**src/rtl/alu_issue_stage.sv**
```systemverilog
// ALU issue stage: single-entry pipeline register between decode and EX.
// Forwards MEM/WB results into rs1/rs2, selects operands, masks shift amounts.
// Ports:
//   clk_i, rst_ni                   clock, async active-low reset
//   in_valid_i / in_ready_o         decode-side handshake
//   rs1/rs2/pc/imm, sels, alu_op    decoded instruction payload
//   rs1/rs2/rd addr, rd_wren_i      register specifiers
//   mem_rd_*, wb_rd_*, wb_data_i    forwarding candidates
//   flush_i                         kill held and incoming instruction
//   out_valid_o / out_ready_i       EX-side handshake
//   operand_a/b, alu_op, rd_*       registered ALU inputs
module alu_issue_stage #(
  parameter bit FWD_EN = 1'b1
) (
  input  logic        clk_i,
  input  logic        rst_ni,
  input  logic        in_valid_i,
  output logic        in_ready_o,
  input  logic [31:0] rs1_data_i,
  input  logic [31:0] rs2_data_i,
  input  logic [31:0] pc_i,
  input  logic [31:0] imm_i,
  input  logic        op_a_sel_i,
  input  logic        op_b_sel_i,
  input  logic [3:0]  alu_op_i,
  input  logic [4:0]  rs1_addr_i,
  input  logic [4:0]  rs2_addr_i,
  input  logic [4:0]  rd_addr_i,
  input  logic        rd_wren_i,
  input  logic [4:0]  mem_rd_addr_i,
  input  logic        mem_rd_wren_i,
  input  logic [31:0] mem_rd_data_i,
  input  logic [4:0]  wb_rd_addr_i,
  input  logic        wb_rd_wren_i,
  input  logic [31:0] wb_data_i,
  input  logic        flush_i,
  output logic        out_valid_o,
  input  logic        out_ready_i,
  output logic [31:0] operand_a_o,
  output logic [31:0] operand_b_o,
  output logic [3:0]  alu_op_o,
  output logic [4:0]  rd_addr_o,
  output logic        rd_wren_o
);

  logic        r_valid;
  logic [31:0] r_a;
  logic [31:0] r_b;
  logic [3:0]  r_op;
  logic [4:0]  r_rd;
  logic        r_wren;

  logic        w_capture;
  logic        w_rs1_mem;
  logic        w_rs1_wb;
  logic        w_rs2_mem;
  logic        w_rs2_wb;
  logic [31:0] w_rs1;
  logic [31:0] w_rs2;
  logic [31:0] w_a;
  logic [31:0] w_b_sel;
  logic [31:0] w_b;
  logic        w_shift;

  assign in_ready_o = !r_valid | out_ready_i;
  assign w_capture  = in_valid_i & in_ready_o;

  // x0 is hardwired zero, so it never matches a producer.
  assign w_rs1_mem = FWD_EN & mem_rd_wren_i
                   & (mem_rd_addr_i == rs1_addr_i)
                   & (rs1_addr_i != 5'd0);
  assign w_rs1_wb  = FWD_EN & wb_rd_wren_i
                   & (wb_rd_addr_i == rs1_addr_i)
                   & (rs1_addr_i != 5'd0);
  assign w_rs2_mem = FWD_EN & mem_rd_wren_i
                   & (mem_rd_addr_i == rs2_addr_i)
                   & (rs2_addr_i != 5'd0);
  assign w_rs2_wb  = FWD_EN & wb_rd_wren_i
                   & (wb_rd_addr_i == rs2_addr_i)
                   & (rs2_addr_i != 5'd0);

  // MEM is younger than WB, so it wins.
  assign w_rs1 = w_rs1_mem ? mem_rd_data_i :
                 w_rs1_wb  ? wb_data_i     : rs1_data_i;
  assign w_rs2 = w_rs2_mem ? mem_rd_data_i :
                 w_rs2_wb  ? wb_data_i     : rs2_data_i;

  assign w_a     = op_a_sel_i ? pc_i  : w_rs1;
  assign w_b_sel = op_b_sel_i ? imm_i : w_rs2;

  always_comb begin
    w_shift = 1'b0;
    unique case (alu_op_i)
      4'b0001,
      4'b0101,
      4'b1101: w_shift = 1'b1;
      default: w_shift = 1'b0;
    endcase
  end

  assign w_b = w_shift ? {27'd0, w_b_sel[4:0]} : w_b_sel;

  always_ff @(posedge clk_i or negedge rst_ni) begin
    if (!rst_ni) begin
      r_valid <= 1'b0;
      r_a     <= 32'd0;
      r_b     <= 32'd0;
      r_op    <= 4'd0;
      r_rd    <= 5'd0;
      r_wren  <= 1'b0;
    end else if (flush_i) begin
      r_valid <= 1'b0;
      r_wren  <= 1'b0;
    end else if (w_capture) begin
      r_valid <= 1'b1;
      r_a     <= w_a;
      r_b     <= w_b;
      r_op    <= alu_op_i;
      r_rd    <= rd_addr_i;
      r_wren  <= rd_wren_i & (rd_addr_i != 5'd0);
    end else if (out_ready_i) begin
      r_valid <= 1'b0;
    end
  end

  assign out_valid_o = r_valid;
  assign operand_a_o = r_a;
  assign operand_b_o = r_b;
  assign alu_op_o    = r_op;
  assign rd_addr_o   = r_rd;
  assign rd_wren_o   = r_wren;

endmodule

```
**config.mk**
```make
export PLATFORM = sky130hd
export DESIGN_NAME = alu_issue_stage
export DESIGN_NICKNAME = d
export VERILOG_FILES = /design/src/rtl/alu_issue_stage.sv
export SDC_FILE = /design/constraint.sdc
export NUM_CORES = 1
export LEC_CHECK = 0
export ABC_CLOCK_PERIOD_IN_PS = 1820
export CORE_ASPECT_RATIO = 0.7
export CORE_MARGIN = 1
export CORE_UTILIZATION = 34
export DETAILED_ROUTE_END_ITERATION = 6
export GPL_TIMING_DRIVEN = 0
export PLACE_DENSITY = 0.85
export RECOVER_POWER = 50
export SLEW_MARGIN = 40
export SYNTH_ARGS = -nofsm -noshare
export SYNTH_HDL_FRONTEND = slang
export SYNTH_SLANG_ARGS = --single-unit
export TNS_END_PERCENT = 1
```
**constraint.sdc**
```tcl
create_clock -name clk_i -period 1.82 [get_ports clk_i]
set_input_delay 0.273 -clock clk_i [delete_from_list [all_inputs] [get_ports clk_i]]
set_output_delay 0.273 -clock clk_i [all_outputs]
set_load 0.02 [all_outputs]
```
; Word-level counts from Yosys, hierarchy flattened
; Index checks and enable logic that the tools add are counted.
[op_classes]
reduce_logical = 8
n_eq_ne = 7
n_mux = 13
bitwise = 12
[op_table]
columns = operator, count
row1 = 2-to-1 mux 32 bit, 7
row2 = == test 5 bit, 4
row3 = nonzero test 5 bit, 3
row4 = AND 1 bit, 10
row5 = 2-to-1 mux 1 bit, 6
row6 = "== test 4 x 1 -> 1 bit, second input constant", 1
row7 = "== test 4 x 3 -> 1 bit, second input constant", 1
row8 = "== test 4 bit, second input constant", 1
row9 = nonzero test 3 bit, 1
row10 = OR reduction 3 bit, 1
row11 = AND reduction 2 bit, 1
row12 = nonzero test 2 bit, 1
row13 = logical NOT 1 bit, 1
row14 = inverter 1 bit, 1
row15 = bitwise OR 1 bit, 1
[word_totals]
register_bits = 75
inputBits = 231
out_inout_bits = 76
word_cells = 46

; Longest topological paths before layout
[logic_depth]
depth_word = 7
mapped_depth = 7
ltp_nobuf = 5

; Worst setup path after synthesis
; Ideal clock, no wire load.
[synth_path]
path_kind = register to register
start = register r_valid (netlist: out_valid_o)
end = register r_b[10] (netlist: operand_b_o[10])
setup_ns = 0.076
period_less_slack_ns = 1.839
stages_incl_launch_ff = 8
n_path_buf = 2
required_ns = 1.744
slack_ns = -0.019
arrival_ns = 1.763
cell_sequence = dfrtp_1 nor2b_1 or3_1 buf_2 nor3_2 clkbuf_1 o21ai_0 o21ai_1
[synth_between]
elab_chain_cells = 4
[synth_rtl]
columns = element, line
row1 = from (decl), 46  ; logic r_valid;
row2 = from (signal assigned), 105  ; r_valid <= 1'b0;
row3 = from (signal assigned), 112  ; r_valid <= 1'b0;
row4 = from (signal assigned), 115  ; r_valid <= 1'b1;
row5 = logical NOT 1 bit, 65  ; assign in_ready_o = !r_valid | out_ready_i;
row6 = bitwise OR 1 bit, 65
row7 = AND 1 bit, 66  ; assign w_capture = in_valid_i & in_ready_o;
row8 = AND reduction 2 bit (no source line), -
row9 = to (signal assigned), 117  ; r_b <= w_b;
row10 = to (decl), 48  ; logic [31:0] r_b;
; No other way between the ends.
; A chain may end at the register's enable or synchronous reset.

; Worst setup path after layout
[layout_path]
start = input rs2_addr_i[0]
end = register r_b[25] (netlist: operand_b_o[25])
[layout_between]
elab_chain_cells = 7
elab_cells_between_ends = 11
classes_between = eq/ne (2) / mux (4) / bitwise (4) / reduce/logical (1)
[layout_rtl]
columns = element, line
row1 = from (decl), 27  ; input logic [4:0] rs2_addr_i,
row2 = == test 5 bit, 79  ; & (wb_rd_addr_i == rs2_addr_i)
row3 = AND 1 bit, 79
row4 = AND 1 bit, 80  ; & (rs2_addr_i != 5'd0);
row5 = 2-to-1 mux 32 bit, 86  ; w_rs2_wb ? wb_data_i : rs2_data_i;
row6 = 2-to-1 mux 32 bit (*), 85  ; assign w_rs2 = w_rs2_mem ? mem_rd_data_i :
row7 = 2-to-1 mux 32 bit (*), 89  ; assign w_b_sel = op_b_sel_i ? imm_i : w_rs2;
row8 = 2-to-1 mux 32 bit (*), 101  ; assign w_b = w_shift ? {27'd0, w_b_sel[4:0]} : w_b_sel;
; Every way passes the cells marked *; elsewhere a longest branch is shown, timed or not.

==> results by group <==
Power and ir drop
  – Sw frac: 0.326
  – PwrDens: 670 nW/um2
  – Internal power: 0.00436 W
  – Comb power frac: 0.390
  – NetSw: 0.00210 W
  – Sequential power share: 0.327
  – Clock share of power: 0.283
  – Static Leak: 3.79 nW
  – VDD IR max: 0.406 mV
  – Power Total: 0.00646 W

Timing
  – Final Skew: 0.00683 ns
  – Max Slew Vio Count: 0
  – Worst-Margin Slew: 1.00 ns
  – Worst rel slew slack: 0.330
  – Finish-stage setup viols: 7
  – Worst setup margin: -0.0223 ns
  – Setup TNS: -0.0510 ns
  – Final Hold Fails: 0
  – RSZ-0062 raised after global routing: true
  – Post-route minimum period: 1.84 ns
  – Crit share post-route: 1.01
  – FMAX: 0.543 GHz

Clock network
  – H-tree depth: 3
  – Clock tree buffer depth: 2
  – Clock tree root buffer cell: clkbuf_16
  – Worst-Skew Late Latency: 0.34 ns
  – TritonCTS Buffers: 9
  – Clock slew at the register clock pins of the worst setup and hold paths: 0.06 ns
  – CTS tree: built
  – Clock sinks: 75

Die
  – Die height: 104 um
  – Core Rows: 36
  – Overall die width: 147 um
  – Ports: 307
  – Initial cell density of the core: 0.354
  – Full die area: 15300 um2
  – Core area: 14200 um2

Logic synthesis
  – Async SR Flop Fraction: 1.00
  – Synth cell types: 35
  – Ys flop type: dfrtp_1
  – Register area share after synthesis: 0.373
  – Cell Area, Synth: 5030 um2
  – Top cell type's share of synthesized area: 0.373
  – Top cell type by total area after synthesis: dfrtp_1
  – Flops & latches, synth: 75
  – Post-synthesis cell count: 536
  – Synth warn: 0
  – Syn Nets: 767
  – Syn avg cell area: 9.38 um2
  – Post-synth EDFFs: 0
  – Largest cells by area after synthesis: dfrtp_1 37%, a221oi_2 13%, o21ai_0 6.7%

Drt
  – DR WL met3: 1.69 mm
  – Per-cell routed wire length: 22.9 um
  – Via density: 5.65
  – DRC Markers: 0
  – Met1 wire length: 10.3 mm
  – Met2 WL: 12.1 mm
  – Post-route ant nets: 0
  – Final WL: 24.6 mm
  – Via Count: 6066
  – Drt first pass iters: 5
  – Highest Signal Layer: met4
  – DR iter-0 viols: 358

Worst setup path
  – WS Path Type: input port to flop
  – Startpoint types: input port
  – Crit Path Max Fanout: 8
  – Origin of the worst setup path: rs2_addr_i[0]
  – Reg2Reg Depth: 7
  – Setup crit end: operand_b_o[25]
  – Crit. End Element: flop
  – Worst flop-to-flop path startpoint: out_valid_o
  – Crit path DAT: 2.05 ns
  – Reg2reg end: operand_b_o[12]
  – Required time worst endpoint: 2.03 ns
  – FF-to-FF setup slack: 0.02 ns

Cells and area
  – Layout area overhead: 91.7%
  – Most common cell after layout, fill and taps aside: clkdlybuf4s50_1
  – Area of the multi-input gates: 3210 um2
  – Most frequent cells in the layout: 261 x clkdlybuf4s50_1, 79 x o21ai_1, 75 x dfrtp_1, 50 x o21ai_0, 49 x a221oi_2
  – Filler Cells Inserted: 1138
  – Nets: 1108
  – Register Area: 1880 um2
  – Layout cells sized above 1: 0.209
  – Post-Route Utilization: 0.679

Status
  – Status: complete, but fails checks
  – Failing checks: negative setup slack

Placement
  – I/O Buffers: 306
  – GPL Wtd Cong: 0.854
  – Post-detail-place hpwl: 17.8 mm

GRT
  – Initial antenna violation count: 0
  – Global route overflow: 0
  – Overall Global Routing Usage: 0.306
  – Vias in the first global route: 6310
  – Largest net degree at the start of global routing: 42
  – First-pass GRT wire length: 35.7 mm

Run
  – Max cap viols: 0

Hold path
  – Class of the worst hold path: input port to flop
  – Hold Path Cell Cnt: 2
cell usage after synthesis (all sizes together) (4+ instances only):
| master | instances |
|---|---|
| a21oi | 39 |
| a221oi | 64 |
| a22oi | 27 |
| and2 | 32 |
| and3 | 37 |
| buf | 26 |
| clkbuf | 27 |
| dfrtp | 75 |
| nand2 | 28 |
| nor2 | 5 |
| nor3 | 4 |
| o21ai | 129 |
| xnor2 | 17 |
area by class of cell:
| type | count | share of cell area |
|---|---|---|
| plain buffers | 52 | 0.0635 |
| clock buffers | 10 | 0.0238 |
| clock inverters | 6 | 0.00675 |
| flip-flops and latches | 75 | 0.195 |
| diodes | 1 | 0.000260 |
| inverters | 3 | 0.00117 |
| multi-input cells | 405 | 0.333 |
| well taps | 190 | 0.0247 |
| repair buffers | 331 | 0.352 |
worst max-delay path, cell delays in order:
cell and delay [ns]:
dlygate4sd2_1 0.28, or4_4 0.44, o211ai_1 0.28, buf_4 0.18
nor2_4 0.10, clkbuf_16 0.20, a221oi_2 0.18, o21ai_1 0.11
through the flow:
step / instances / instance area (um2) / setup WS (ns) / hold WS, ns
final: 1073 / 9640 / -0.0223 / 0.287
after global placement: 1032 / 8340 / -2.40 / 0.458
after global routing: 1072 / 9640 / -0.0593 / 0.278
after detailed placement: 1033 / 8370 / -0.985 / 0.204
after CTS: 1057 / 9030 / -0.0619 / 0.416
after floorplan: 536 / 5040 / -0.0159 / -0.0226
registers in the layout (all words and copies together) (netlist names):
name,cells
alu_op_o,4
operand_a_o,32
out_valid_o,1
operand_b_o,32
rd_addr_o,5
rd_wren_o,1
metal layers:
metal  global-route usage  vias to the layer above
li1                     -                     2753
met3               0.0656                       42
met4               0.0751                        0
met5                    0                        -
met1                0.389                     2984
met2                0.527                      287
cells by family after synthesis:
group | count (synthesis) | share of synthesized area
AOI/OAI and AO/OA | 263 | 0.379
buffers and inverters | 56 | 0.0706
and+or+nand+nor | 122 | 0.142
xor gates and xnor gates | 20 | 0.0348
DFF | 75 | 0.373
repair_timing:
| item | in CTS | in global routing |
|---|---|---|
| endpoints found under the hold margin | 34 | 0 |
| pin swaps | 9 | 39 |
| hold buffers | 1 | 0 |
| gates cloned | 1 | 8 |
| setup buffers | 6 | 8 |
| gates resized for setup | 105 | 120 |
| endpoints found under the setup margin | 74 | 64 |
power groups by stage:
| stage | sequential [W] | combinational [W] | clock, W |
|---|---|---|---|
| after floorplan | 0.00246 | 0.000621 | 0 |
| after detailed placement | 0.00213 | 0.00235 | 0 |
| after global placement | 0.00212 | 0.00230 | 0 |
| after global routing | 0.00214 | 0.00266 | 0.00192 |
| after CTS | 0.00210 | 0.00242 | 0.00186 |
| final | 0.00211 | 0.00252 | 0.00183 |
worst min path at each step:
stage	from	end	slack, ns
after floorplan	rst_ni	alu_op_o[0]	-0.02
after global placement	rd_addr_o[2]	rd_addr_o[2]	0.46
after detailed placement	rst_ni	operand_b_o[24]	0.20
after CTS	rst_ni	operand_a_o[21]	0.42
after global routing	flush_i	out_valid_o	0.28
final	flush_i	rd_wren_o	0.29
Power figures use the tool's default switching activity.
